`config.mk`:
```
export PLATFORM = sky130hd
export DESIGN_NAME = uart_frame_serializer
export DESIGN_NICKNAME = d
export VERILOG_FILES = /design/src/rtl/uart_frame_serializer.sv
export SDC_FILE = /design/constraint.sdc
export NUM_CORES = 1
export LEC_CHECK = 0
export ABC_AREA = 1
export BUFFER_PORTS_ARGS = -buffer_cell sky130_fd_sc_hd__clkbuf_2
export CAP_MARGIN = 20
export CORE_MARGIN = 2
export CORE_UTILIZATION = 52
export CTS_CLUSTER_SIZE = 24
export DETAILED_ROUTE_END_ITERATION = 12
export PLACE_DENSITY = 0.76
export SYNTH_ARGS = -nofsm -noshare
export SYNTH_HDL_FRONTEND = slang
export SYNTH_SLANG_ARGS = --single-unit
```
`constraint.sdc`:
```
create_clock -name i_clk -period 1.7 [get_ports i_clk]
set_clock_uncertainty 0.05 [all_clocks]
set_input_delay 0.17 -clock i_clk [delete_from_list [all_inputs] [get_ports i_clk]]
set_output_delay 0.17 -clock i_clk [all_outputs]
set_load 0.02 [all_outputs]
```
`src/rtl/uart_frame_serializer.sv`:
```
// Serializes one 44-bit UART frame (4 x 11-bit characters) onto a registered TX line.
// Framing and parity are checked per character at accept; optional idle guard time follows each frame.
module uart_frame_serializer #(
    parameter int CLK_DIV    = 16,
    parameter int GUARD_BITS = 1,
    parameter int PARITY_ODD = 0
) (
    input  logic        i_clk,
    input  logic        i_rst_n,
    input  logic [43:0] i_frame_in,
    input  logic        i_load,
    input  logic        i_abort,
    output logic        o_ready,
    output logic        o_tx,
    output logic        o_busy,
    output logic        o_done,
    output logic [3:0]  o_frame_err
);

    typedef enum logic [1:0] {IDLE, SHIFT, GUARD} state_t;

    localparam logic [15:0] LP_BAUD_LAST  = 16'(CLK_DIV - 1);
    localparam logic [5:0]  LP_LAST_BIT   = 6'd43;
    localparam logic [5:0]  LP_GUARD_LAST = (GUARD_BITS > 0) ? 6'(GUARD_BITS - 1) : 6'd0;
    localparam logic        LP_PARITY     = (PARITY_ODD != 0);

    state_t      r_state;
    state_t      w_nextState;
    logic [43:0] r_shift;
    logic [5:0]  r_bitCnt;
    logic [15:0] r_baudCnt;
    logic [3:0]  r_frameErr;
    logic        r_done;
    logic        w_accept;
    logic        w_doneNext;
    logic        w_baudWrap;
    logic [3:0]  w_frameErr;

    assign w_baudWrap  = (r_baudCnt == LP_BAUD_LAST);
    assign o_ready     = (r_state == IDLE) && !i_abort;
    assign o_busy      = (r_state != IDLE);
    assign o_tx        = r_shift[0];
    assign o_done      = r_done;
    assign o_frame_err = r_frameErr;

    // Parity covers the 8 data bits plus the parity bit of each character.
    always_comb begin
        w_frameErr = '0;
        for (int k = 0; k < 4; k++) begin
            w_frameErr[k] = (i_frame_in[11*k] != 1'b0)
                         || (i_frame_in[11*k + 10] != 1'b1)
                         || ((^i_frame_in[11*k + 1 +: 9]) != LP_PARITY);
        end
    end

    always_ff @(posedge i_clk or negedge i_rst_n) begin
        if (!i_rst_n) begin
            r_state <= IDLE;
        end else begin
            r_state <= w_nextState;
        end
    end

    always_comb begin
        w_nextState = r_state;
        w_accept    = 1'b0;
        w_doneNext  = 1'b0;
        case (r_state)
            IDLE: begin
                if (i_load && o_ready) begin
                    w_nextState = SHIFT;
                    w_accept    = 1'b1;
                end
            end
            SHIFT: begin
                if (i_abort) begin
                    w_nextState = IDLE;
                end else if (w_baudWrap && (r_bitCnt == LP_LAST_BIT)) begin
                    if (GUARD_BITS > 0) begin
                        w_nextState = GUARD;
                    end else begin
                        w_nextState = IDLE;
                        w_doneNext  = 1'b1;
                    end
                end
            end
            GUARD: begin
                if (i_abort) begin
                    w_nextState = IDLE;
                end else if (w_baudWrap && (r_bitCnt == LP_GUARD_LAST)) begin
                    w_nextState = IDLE;
                    w_doneNext  = 1'b1;
                end
            end
            default: w_nextState = IDLE;
        endcase
    end

    // The shift register back-fills with ones, so tx idles high once the frame has drained.
    always_ff @(posedge i_clk or negedge i_rst_n) begin
        if (!i_rst_n) begin
            r_shift    <= '1;
            r_bitCnt   <= '0;
            r_baudCnt  <= '0;
            r_frameErr <= '0;
            r_done     <= 1'b0;
        end else begin
            r_done <= w_doneNext;
            if (w_accept) begin
                r_shift    <= i_frame_in;
                r_frameErr <= w_frameErr;
                r_bitCnt   <= '0;
                r_baudCnt  <= '0;
            end else if ((r_state != IDLE) && i_abort) begin
                r_shift   <= '1;
                r_bitCnt  <= '0;
                r_baudCnt <= '0;
            end else if (r_state != IDLE) begin
                if (w_baudWrap) begin
                    r_baudCnt <= '0;
                    r_shift   <= {1'b1, r_shift[43:1]};
                    r_bitCnt  <= (w_nextState != r_state) ? 6'd0 : r_bitCnt + 6'd1;
                end else begin
                    r_baudCnt <= r_baudCnt + 16'd1;
                end
            end
        end
    end

endmodule

```
* Word level (Yosys, flattened, before mapping)
Cells that the tools add are included.
** Storage, ports and cells
- Logic and storage cells :: 65
- Register bits after elaboration :: 73
- Output and inout port bits :: 8
- Bits of input ports :: 48
** Cells by class
- Mux-type cells :: 24
- Bitwise gates (word level) :: 4
- Reductions and logical operators :: 24
- Eq/ne operators :: 5
- $add $sub $neg :: 2
** Operators by type and width (number)
- $mux 44 :: 4
- $mux 16 :: 4
- $reduce_xor 9->1 :: 4
- $mux 6 :: 5
- $add 16x1->16 const B :: 1
- $eq 16x4->1 const B :: 1
- $mux 2 :: 5
- $logic_or 1x1->1 :: 8
- $add 6x1->6 const B :: 1
- $eq 6x6->1 const B :: 1
- $logic_not 6->1 :: 1
- $pmux 2 s3 :: 1
- $reduce_bool 3->1 :: 2
- $logic_and 1x1->1 :: 5
- $mux 1 :: 5
- $not 1->1 :: 4
- $eq 2x1->1 const B :: 1
- $eq 2x2->1 const B :: 1
- $logic_not 2->1 :: 1
- $ne 2x2->1 :: 1
- $reduce_and 2->1 :: 1
- $reduce_bool 2->1 :: 1
- $logic_not 1->1 :: 1

* Longest topological paths before layout
Gate-level depths: netlist of the first run.
- Depth after elaboration :: 11
- Mapped depth :: 11
- Gate-level depth less buffers :: 10

* Least setup slack after synthesis of the first run
No wires, ideal clock.
- Path type :: reg-to-reg
- Start :: reg r_baudCnt[0]
- End :: reg r_baudCnt[10]
- Required time :: 1524 ps
- Arrival :: 1457 ps
- Library setup time :: 126 ps
- Stages on the path, launching flop included :: 10
- Path buffers :: 2
- Clock period less this slack :: 1632 ps
- Setup slack :: 68 ps
- Path through :: dfrtp_1 ha_1 nand3_1 nor2_1 nand2_1 nand2_4 nand2_2 buf_6 buf_6 nor3b_2
** Between the ends
- Word-level cells in the longest chain between the ends :: 5
- Elaborated cells on any way between the ends :: 6
- Classes of those cells :: add/sub (1); eq/ne (1); mux (4)
** RTL lines
- start: declaration :: line 31 : logic [15:0] r_baudCnt;
- start signal: assignment :: line 124 : r_baudCnt <= r_baudCnt + 16'd1;
- $add 16x1->16 or $eq 16x4->1 (tied branches) :: line 124, 39
- $mux 16 (*) :: line 119 : if (w_baudWrap) begin
- $mux 16 (*) :: line 118 : end else if (r_state != IDLE) begin
- $mux 16 (*) :: line 114 : end else if ((r_state != IDLE) && i_abort) begin
- $mux 16 (*) :: line 109 : if (w_accept) begin
Every way passes the cells marked *; elsewhere a longest branch is shown, timed or not. The select of a mux whose other input is x is not followed.
A chain may end at the register's enable or synchronous reset.

* Worst setup path after layout of the first run
- Start :: reg r_state[1]
- End :: reg r_frameErr[0] (netlist: o_frame_err[0])
** Between the ends
- Word-level cells in the longest chain between the ends :: 5
** RTL lines
- start: declaration :: line 27 : state_t r_state;
- start signal: assignment :: line 60 : r_state <= w_nextState;
- $logic_not 2->1 (*) :: line 40, 68
- $logic_and 1x1->1 :: line 40 : assign o_ready = (r_state == IDLE) && !i_abort;
- $logic_and 1x1->1 :: line 70 : if (i_load && o_ready) begin
- $mux 1 :: line 70
- $mux 1 (*) :: line 68 : case (r_state)
- end signal: assignment :: line 111 : r_frameErr <= w_frameErr;
- end: declaration :: line 32 : logic [3:0] r_frameErr;
Every way passes the cells marked *; elsewhere a longest branch is shown, timed or not.

==> metrics.cfg, run 1 <==
[cts]
cts_htree_levels=3
cts_tree=yes
clock-root-buffer=clkbuf_8
cts_buffers=9
cts_num_sinks=73
clk_pin_slew_ps=80
clk_latency_ps=360
cts_buffer_depth=2

[sta]
drv_slew=0
finalCritPeriodShare_pct=102
tns_ps=-52.7
hold_violations=0
worst_pin_slew_ps=382
setup_violations=2
timing.fmax_mhz=576
maxSlewHeadroom_pct=74.6
fin_hold_ws_ps=89.6
fin_ws_ps=-35.4
rsz0062_at_grt=true
min_period_ps=1740

[global_route]
grt_max_degree=74
grt_usage_pct=22.3
grt_pass1_vias=3347
grt_overflow=0
grt_pass1_wl_mm=15.4
antenna_found_initial=0

[die]
rows=32
die_x_um=92.4
core_um2=7650
dieArea_um2=8540
initial_core_util_pct=53.2
fp.dieH_um=92.4
io_pins=56

[synthesis]
ys_seq_elements=73
synth-seq-area-share_pct=46.3
synthFlopType=dfstp_2
synth_cell_types=38
synth_area_um2=4070
postSynth.asyncResetShare_pct=100
avgSynthCellArea_um2=8.30
synth_warnings=0
synth_cells=490
synth_edf_count=0
synth_fp_nets=541

[setup_path]
end_kind=flip-flop
worstPathMaxFanout=10
critPathMaxStageDelay_ps=430
path_buf_inv=3
arrival_ps=1940
critPathTopFamily=simple AND/OR/NAND/NOR gates
r2r_slack_ps=-40
slowest_stage=dfrtp_1
start_kind=flip-flop
critPathKind=reg -> reg
critPathRequiredTime_ps=1910
crit_path_cell_trace=nor2_4 > nand3_4 > buf_4 > clkbuf_16 > nor3b_1 > nand3_1 > nand2_1 > inv_1

[placement]
place_worst_setup_slack_ps=-187
port_buffers=55
place_hpwl_mm=6.13
gp_congestion=0.849

[power_and_ir_drop]
leakage_nw=2.39
pwr-share-comb_pct=29.7
switching_share_pct=32.9
power_frac_seq_pct=48.0
ir_drop_mv=0.647
intPower_mw=4.28
switching_power_mw=2.10
p_clk_share_pct=22.2
p_per_area_nw_per_um2=1210

[route]
drt_iter0_markers=368
num_vias=3951
routed_wl_mm=11.1
firstDrtPassIters=5
wl_per_cell_um=16.0
ant_nets=0
vias_per_cell=5.72
drc_errors=0

[run_status]
status=complete, but fails checks
violations=negative setup slack

[final_layout]
fillers=561
layout-drive-gt1-share_pct=35.3
area_delta_synth_final_pct=29.6
finalNetCount=635
antennaDiodeCount=0

[hold_path]
hp-class=in -> reg

[flow_run]
drv_cap=0

-- worst min-delay path, cell delays in order --
cell and delay (ps):
clkbuf_2 90, o22ai_1 90, o21ai_2 110
-- worst paths after layout --
path,from,to,cells after the start
setup / recovery,r_state[1],o_frame_err[0],8
hold / removal,i_frame_in[33],r_shift[33],3
setup reg to reg,r_state[1],o_frame_err[0],8
hold reg to reg,r_shift[21],r_shift[21],2
max in group asynchronous,i_rst_n,r_shift[33],3
min in group asynchronous,i_rst_n,r_baudCnt[8],3
-- cells in the mapped netlist, types with 3 or more instances --
library cell / n / area, um2
nor3_1: 6 / 30.0
o22ai_1: 43 / 269
xor2_1: 18 / 158
or2_2: 4 / 25.0
nor3b_1: 4 / 30.0
nand3b_1: 7 / 52.6
nand4_1: 3 / 18.8
buf_4: 6 / 45.0
buf_2: 4 / 20.0
nand2_1: 130 / 488
o21ai_1: 29 / 145
ha_1: 3 / 37.5
nand3_1: 19 / 95.1
o21ai_0: 26 / 130
dfrtp_1: 29 / 726
clkbuf_1: 8 / 30.0
dfstp_2: 44 / 1160
xnor2_1: 15 / 131
inv_1: 22 / 82.6
nor2_1: 32 / 120
a21oi_1: 11 / 55.1
a21boi_0: 3 / 22.5
-- flip-flops by register name, indices dropped and copies added (netlist names) --
| signal | flops |
|---|---|
| o_done | 1 |
| o_frame_err | 4 |
| r_state | 2 |
| r_bitCnt | 6 |
| r_shift | 44 |
| r_baudCnt | 16 |
-- cells by family after synthesis --
group,Yosys count,share of synthesized area [%]
AND/OR/NAND/NOR,220,24.5
AO/OA/AOI/OAI,116,16.0
flip-flops,73,46.3
buffers and inverters,45,5.20
XOR/XNOR,33,7.11
adder cells (fa/ha/maj),3,0.923
-- layer usage --
metal	track usage [%]	up-vias	wire (um)
met5	0	-	0
met3	3.17	35	685
met4	8.46	0	345
li1	-	1859	-
met1	30.3	1887	4670
met2	36.3	170	5360
-- power groups by stage --
stage                     combinational (mW)  sequential (mW)  clock [mW]
after global routing                    2.12             3.12        1.50
final                                   1.89             3.06        1.41
after CTS                               1.55             3.02        1.43
after floorplan                         1.09             2.98           0
after detailed placement                1.53             3.04           0
after global placement                  1.47             3.01           0
-- stage by stage --
| step | utilization, % | cell area (um2) | power (mW) | instances |
|---|---|---|---|---|
| floorplan | - | 4070 | 4.07 | 490 |
| global placement | 60.0 | 4590 | 4.48 | 650 |
| detailed placement | 60.0 | 4590 | 4.57 | 650 |
| CTS | 63.1 | 4820 | 6.00 | 668 |
| global route | 68.9 | 5270 | 6.73 | 691 |
| finish | 68.9 | 5270 | 6.37 | 691 |
-- layout by cell type (no fill, tap or decap), types with 4 or more instances in the layout --
cell         n
clkbuf_2    54
nand2_1    124
xor2_1      18
o22ai_1     43
nor2_1      26
dfstp_2     44
nand2_2      5
clkbuf_16    6
nor3_1       6
buf_4       32
o21ai_1     33
inv_1       21
nand3_1     17
nand3b_1     7
o21ai_0      8
o21ai_2     14
buf_12       5
dfrtp_1     29
a21oi_1     11
or2_2        4
xnor2_1     15
nor2_2       5
clkbuf_8    10
-- what timing repair did --
item                                    in CTS  in global routing
hold buffers                                 2                  0
cloned                                       0                  9
endpoints found under the setup margin      18                 66
pin swaps                                    0                 12
hold endpoints to repair                    30                  0
resized for setup                            5                 55
setup buffers                                0                 14
-- area by class of cell --
type / count / area, um2 / share of cell area (%)
clock buffers: 11 / 141 / 2.68
clock inverters: 5 / 63.8 / 1.21
inverters: 24 / 96.3 / 1.83
multi-input cells: 372 / 2130 / 40.3
flip-flops and latches: 73 / 1880 / 35.7
well taps: 102 / 128 / 2.42
repair buffers: 104 / 835 / 15.8
Power figures use the tool's default switching activity.
==> inputs of run 2 (changes only) <==
- ABC_AREA: 1 -> default
==> metrics.cfg, run 2 <==
[run_status]
status=complete, but fails checks  ; unchanged
violations=negative setup slack  ; unchanged

[sta]
setup_violations=68  ; was 2
timing.fmax_mhz=405  ; was 576 MHz
drv_slew=0  ; unchanged
finalCritPeriodShare_pct=145  ; was 102%
min_period_ps=2470  ; was 1740 ps
hold_violations=0  ; unchanged
maxSlewHeadroom_pct=59.3  ; was 74.6%
fin_ws_ps=-767  ; was -35.4 ps
worst_pin_slew_ps=605  ; was 382 ps
rsz0062_at_grt=true  ; unchanged

[power_and_ir_drop]
switching_share_pct=32.2  ; was 32.9%
pwr-share-comb_pct=28.2  ; was 29.7%
power_frac_seq_pct=49.4  ; was 48.0%
power_mw=5.31  ; was 6.37 mW
p_clk_share_pct=22.4  ; was 22.2%
intPower_mw=3.60  ; was 4.28 mW
p_per_area_nw_per_um2=952  ; was 1210 nW/um2
leakage_nw=2.38  ; was 2.39 nW
ir_drop_mv=0.613  ; was 0.647 mV
switching_power_mw=1.71  ; was 2.10 mW

[setup_path]
crit_path_frequent_cell=or4_4
r2r_slack_ps=-770  ; was -40 ps
r2r-start=r_baudCnt[12]  ; was r_state[1]
ff2ff_path_depth=7  ; was 8
start_kind=flip-flop  ; unchanged
end_kind=flip-flop  ; unchanged
critPathRequiredTime_ps=1920  ; was 1910 ps
critPathTopFamily=simple AND/OR/NAND/NOR gates  ; unchanged
r2r-end=r_shift[14]  ; was o_frame_err[0]
path_buf_inv=2  ; was 3
critPathKind=reg -> reg  ; unchanged
critPathMaxStageDelay_ps=580  ; was 430 ps
slowest_stage=or4_4  ; was dfrtp_1
worstPathMaxFanout=16  ; was 10
crit_path_cell_trace=or4_4 > or4_4 > a21oi_4 > buf_4 > buf_12 > nor2_1 > nor3_2  ; was nor2_4 > nand3_4 > buf_4 > clkbuf_16 > nor3b_1 > nand3_1 > nand2_1 > inv_1
arrival_ps=2690  ; was 1940 ps

[route]
routed.top_layer=met4  ; unchanged
ant_nets=0  ; unchanged
drc_errors=0  ; unchanged
wl_per_cell_um=17.1  ; was 16.0 um
num_vias=3750  ; was 3951
firstDrtPassIters=5  ; unchanged
wl_met2_mm=5.85  ; was 5.36 mm
routed-wl-met3_um=461  ; was 685 um
route.layer.met1.wl_mm=4.69  ; was 4.67 mm
vias_per_cell=5.70  ; was 5.72
drt_iter0_markers=185  ; was 368
routed_wl_mm=11.3  ; was 11.1 mm

[die]
fp.dieH_um=91.1  ; was 92.4 um
initial_core_util_pct=54.1  ; was 53.2%
die_x_um=91.1  ; was 92.4 um
rows=31  ; was 32
core_um2=7290  ; was 7650 um2
io_pins=56  ; unchanged
dieArea_um2=8300  ; was 8540 um2

[global_route]
grt_max_degree=32  ; was 74
grt_pass1_wl_mm=16.3  ; was 15.4 mm
grt_overflow=0  ; unchanged
grt_pass1_vias=3505  ; was 3347
grt_usage_pct=24.4  ; was 22.3%
antenna_found_initial=0  ; unchanged

[cts]
cts_tree=yes  ; unchanged
cts_buffers=9  ; unchanged
cts_buffer_depth=2  ; unchanged
cts_htree_levels=3  ; unchanged
clk_pin_slew_ps=80  ; about the same
clock-root-buffer=clkbuf_8  ; unchanged
clk_latency_ps=350  ; was 360 ps
cts_num_sinks=73  ; unchanged

[hold_path]
holdPathStages=3  ; unchanged
hp-class=in -> reg  ; unchanged
min_to=r_shift[17]  ; was r_shift[33]
holdCritStartpoint=i_frame_in[17]  ; was i_frame_in[33]

[synthesis]
synth_cell_types=47  ; was 38
synthTopCellsByCount=nor2_1, nor3_1, dfstp_2  ; was nand2_1, dfstp_2, o22ai_1
synth_fp_nets=492  ; was 541
postSynth.asyncResetShare_pct=100  ; unchanged
synth_edf_count=0  ; unchanged
ys_seq_elements=73  ; unchanged
yosysMostFrequentCell=nor2_1  ; was nand2_1
synth_cells=441  ; was 490
synth-seq-area-share_pct=47.7  ; was 46.3%
synth_warnings=0  ; unchanged
synth.area.top_cells=dfstp_2, dfrtp_1, nor3_1, nor2_1, xnor2_1  ; was dfstp_2, dfrtp_1, nand2_1, o22ai_1, xor2_1
yosys.area.top_type=dfstp_2  ; unchanged
yosysTopAreaCellShare_pct=29.3  ; was 28.4%
avgSynthCellArea_um2=8.95  ; was 8.30 um2
synth_area_um2=3950  ; was 4070 um2
synthFlopType=dfstp_2  ; unchanged

[final_layout]
layout-drive-gt1-share_pct=50.4  ; was 35.3%
antennaDiodeCount=0  ; unchanged
layout_commonest_cell=nor2_1  ; was nand2_1
reg_top3=r_shift x44, r_baudCnt x16, r_bitCnt x6  ; unchanged
mostFrequentLayoutCells=nor2_1, nor3_2, clkbuf_2  ; was nand2_1, clkbuf_2, dfstp_2
final_area_um2=5580  ; was 5270 um2
area_delta_synth_final_pct=41.4  ; was 29.6%
largest_reg_flops=44  ; unchanged
finalNetCount=605  ; was 635
regMostFlops=r_shift  ; unchanged

[placement]
gp_congestion=0.857  ; was 0.849
place_hpwl_mm=6.56  ; was 6.13 mm
port_buffers=55  ; unchanged
placed_area_um2=4730  ; was 4590 um2

[flow_run]
drv_cap=0  ; unchanged

[run 2: changes by cell type after synthesis, moves of 13 or more]
cell     before  now
xnor2_1      15   28
inv_1        22    7
nand2_1     130   22
nor3_1        6   89
o21ai_1      29    2
nor2_1       32  104
o22ai_1      43    2
o21ai_0      26    9
[run 2: worst max path at each step]
stage	from	end	slack [ps]	cells after the start
2_1_floorplan	r_baudCnt[10]	r_bitCnt[4]	-730	6
3_3_place_gp	r_baudCnt[10]	r_shift[9]	-620	6
3_5_place_dp	r_baudCnt[10]	r_shift[39]	-700	6
4_1_cts	r_baudCnt[10]	r_shift[23]	-680	7
5_1_grt	r_baudCnt[12]	r_shift[14]	-800	7
6_report	r_baudCnt[12]	r_shift[14]	-770	7
[run 2: routing by layer]
layer  GRT usage [%]  vias up
li1                -     1757
met1            32.1     1835
met5               0        -
met2            41.0      127
met4            9.60        0
met3            3.15       31
[run 2: layout make-up]
cell class	count	area, um2
fillers	455	1710
well taps	99	124
multi-input cells	337	2350
clock buffers	11	131
repair buffers	126	1040
clock inverters	5	32.5
inverters	7	26.3
flip-flops and latches	73	1880
[run 2: timing repair]
action	CTS	global route
endpoints found under the setup margin	73	69
hold buffers	1	0
setup buffers	7	2
pin swaps	12	13
cloned	3	3
resized for setup	26	88
hold endpoints to repair	12	0
[run 2: worst reg2reg max path, cell delays in order, from the launching register on]
cell,delay [ps]
dfrtp_1,420
or4_4,580
or4_4,540
a21oi_4,220
buf_4,160
buf_12,130
nor2_1,70
nor3_2,210
[run 2: through the flow]
stage	setup slack [ps]	TNS, ps	hold slack [ps]	instances	util, %
final	-767	-44920	9.84	658	76.5
after CTS	-676	-40430	1.88	654	70.5
after floorplan	-727	-39860	-176	441	-
after global routing	-802	-46690	18.0	658	76.5
after global placement	-624	-37520	107	628	64.8
after detailed placement	-696	-40480	111	628	64.8
[run 2: logic make-up after synthesis]
group	after synthesis	share of synthesized area (%)
fa+ha+maj	3	0.951
buf+inv	31	4.22
compound gates	35	6.06
flops	73	47.7
xor+xnor	38	9.83
mux	2	0.539
simple gates	259	30.7
[run 2: power by group through the flow]
stage,Clock [mW],Combinational [mW],Sequential (mW)
global placement,0,1.13,2.53
finish,1.19,1.50,2.62
floorplan,0,0.743,2.55
detailed placement,0,1.18,2.55
global route,1.27,1.63,2.67
CTS,1.19,1.26,2.52
==> inputs of run 3 (changes only) <==
- CELL_PAD_IN_SITES_DETAIL_PLACEMENT: default -> 0
- CELL_PAD_IN_SITES_GLOBAL_PLACEMENT: default -> 1
- CORE_UTILIZATION: 52 -> 39
- PLACE_DENSITY: 0.76 -> default
- PLACE_DENSITY_LB_ADDON: default -> 0.1
==> metrics.cfg, run 3 (synthesized netlist as in run 2, its figures left out) <==
[run_status]
status=complete, but fails checks  ; unchanged
violations=negative setup slack  ; unchanged

[global_route]
grt_pass1_wl_mm=16.4  ; was 16.3 mm
met3_usage_pct=2.37  ; was 3.15%
grt.met2_usage_pct=29.9  ; was 41.0%
grt_pass1_vias=3515  ; was 3505
grt_usage_pct=18.2  ; was 24.4%
grt.busiest_layer=met2  ; unchanged
grt_overflow=0  ; unchanged
antenna_found_initial=0  ; unchanged
use_met1_pct=24.9  ; was 32.1%
grt_max_degree=74  ; was 32

[final_layout]
regMostFlops=r_shift  ; unchanged
area_delta_synth_final_pct=38.6  ; was 41.4%
final_core_util_pct=55.7  ; was 76.5%
finalNetCount=605  ; unchanged
reg_top3=r_shift x44, r_baudCnt x16, r_bitCnt x6  ; unchanged
mostFrequentLayoutCells=nor2_1, nor3_1, clkbuf_2  ; was nor2_1, nor3_2, clkbuf_2
layout_commonest_cell=nor2_1  ; unchanged
antennaDiodeCount=0  ; unchanged
largest_reg_flops=44  ; unchanged
layout-drive-gt1-share_pct=42.9  ; was 50.4%

[die]
dieArea_um2=10900  ; was 8300 um2
io_pins=56  ; unchanged
core_um2=9820  ; was 7290 um2
fp.dieH_um=105  ; was 91.1 um
rows=36  ; was 31
initial_core_util_pct=40.2  ; was 54.1%
die_x_um=105  ; was 91.1 um

[sta]
min_period_ps=2330  ; was 2470 ps
fin_ws_ps=-631  ; was -767 ps
worst_pin_slew_ps=615  ; was 605 ps
rsz0062_at_grt=true  ; unchanged
hold_violations=0  ; unchanged
maxSlewHeadroom_pct=58.6  ; was 59.3%
timing.fmax_mhz=429  ; was 405 MHz
finalCritPeriodShare_pct=137  ; was 145%
drv_slew=0  ; unchanged
setup_violations=68  ; unchanged

[route]
routed_wl_mm=9.54  ; was 11.3 mm
wl_per_cell_um=13.8  ; was 17.1 um
num_vias=3470  ; was 3750
drc_errors=0  ; unchanged
vias_per_cell=5.01  ; was 5.70
firstDrtPassIters=4  ; was 5
ant_nets=0  ; unchanged
drt_iter0_markers=119  ; was 185

[cts]
clk_latency_ps=350  ; about the same
cts_buffers=9  ; unchanged
cts_num_sinks=73  ; unchanged
cts_buffer_depth=2  ; unchanged
clk_pin_slew_ps=90  ; was 80 ps
cts_tree=yes  ; unchanged
cts_htree_levels=3  ; unchanged
clock-root-buffer=clkbuf_8  ; unchanged

[power_and_ir_drop]
switching_power_mw=1.58  ; was 1.71 mW
pwr-share-comb_pct=23.5  ; was 28.2%
leakage_nw=2.33  ; was 2.38 nW
power_mw=5.53  ; was 5.31 mW
power_frac_seq_pct=46.1  ; was 49.4%
p_clk_share_pct=30.4  ; was 22.4%
ir_drop_mv=0.569  ; was 0.613 mV
switching_share_pct=28.5  ; was 32.2%
p_per_area_nw_per_um2=1010  ; was 952 nW/um2
intPower_mw=3.95  ; was 3.60 mW

[placement]
port_buffers=55  ; unchanged
place_worst_setup_slack_ps=-664  ; was -696 ps
place_hpwl_mm=6.20  ; was 6.56 mm
gp_congestion=0.778  ; was 0.857

[setup_path]
end_kind=flip-flop  ; unchanged
crit_path_cell_trace=or4_4 > or4_4 > a21oi_4 > buf_12 > buf_12 > nor2_1 > nor3_1  ; was or4_4 > or4_4 > a21oi_4 > buf_4 > buf_12 > nor2_1 > nor3_2
critPathRequiredTime_ps=1920  ; about the same
slowest_stage=or4_4  ; unchanged
start_kind=flip-flop  ; unchanged
worstPathMaxFanout=17  ; was 16
critPathMaxStageDelay_ps=590  ; was 580 ps
arrival_ps=2550  ; was 2690 ps
critPathKind=reg -> reg  ; unchanged

[flow_run]
drv_cap=0  ; unchanged

[hold_path]
hp-class=in -> reg  ; unchanged

-- run 3: changes by cell type in the layout (fill, tap and decap cells not counted), sizes merged --
| cell | delta |
|---|---|
| clkinv | -4 |
| bufinv | +3 |
| clkbuf | -3 |
| dlygate4sd3 | +3 |
| inv | +2 |
| buf | -1 |
-- run 3: final cells by class --
class,count,area [um2]
sequential,73,1880
tap,133,166
multi-input combinational,337,2140
fill,929,4350
clock buffer,10,128
clock inverter,6,114
inverter,7,26.3
timing repair buffer,126,1010
-- run 3: final timing paths --
path	to	slack (ps)	start	cells past startpoint
min reg2reg	r_shift[42]	430	r_shift[42]	2
max reg2reg	r_shift[14]	-630	r_baudCnt[10]	7
min	r_shift[18]	10	i_frame_in[18]	3
max in group asynchronous	r_shift[33]	890	i_rst_n	3
max	r_shift[14]	-630	r_baudCnt[10]	7
min in group asynchronous	o_frame_err[0]	340	i_rst_n	3
-- run 3: power groups by stage --
stage          registers (mW)  clock network, mW  logic (mW)
3_5_place_dp             2.54                  0        1.16
4_1_cts                  2.53               1.72        1.26
2_1_floorplan            2.55                  0       0.743
5_1_grt                  2.60               1.80        1.45
3_3_place_gp             2.54                  0        1.13
6_report                 2.55               1.68        1.30
-- run 3: repair_timing --
action                     4_1_cts  5_1_grt
setup endpoints to repair       73       73
hold buffers                     4        0
hold endpoints to repair        32        0
resized for setup               46       36
cloned                           1        0
buffers inserted                 5        5
pin swaps                        9       10
-- run 3: metrics by stage --
step	hold WS [ps]	cells	setup TNS [ps]	instance area, um2
after floorplan	-176	441	-39860	3980
after global placement	188	661	-36720	4710
after detailed placement	189	661	-39660	4710
after CTS	1.16	687	-38610	5290
after global routing	3.15	692	-43540	5470
final	14.2	692	-38570	5470
-- run 3: per-layer routing --
layer | vias to the layer above | part of all wire (%)
li1 | 1740 | -
met1 | 1670 | 48
met2 | 52 | 49
met5 | - | 0
met4 | 0 | 1.0
met3 | 8 | 2.9
-- run 3: worst max-delay path, delay by kind of cell, from the launching register on --
| kind | cells | cell delay, ps |
|---|---|---|
| simple gates | 4 | 1350 |
| buf+inv | 2 | 290 |
| compound gates | 1 | 190 |
| flops | 1 | 380 |
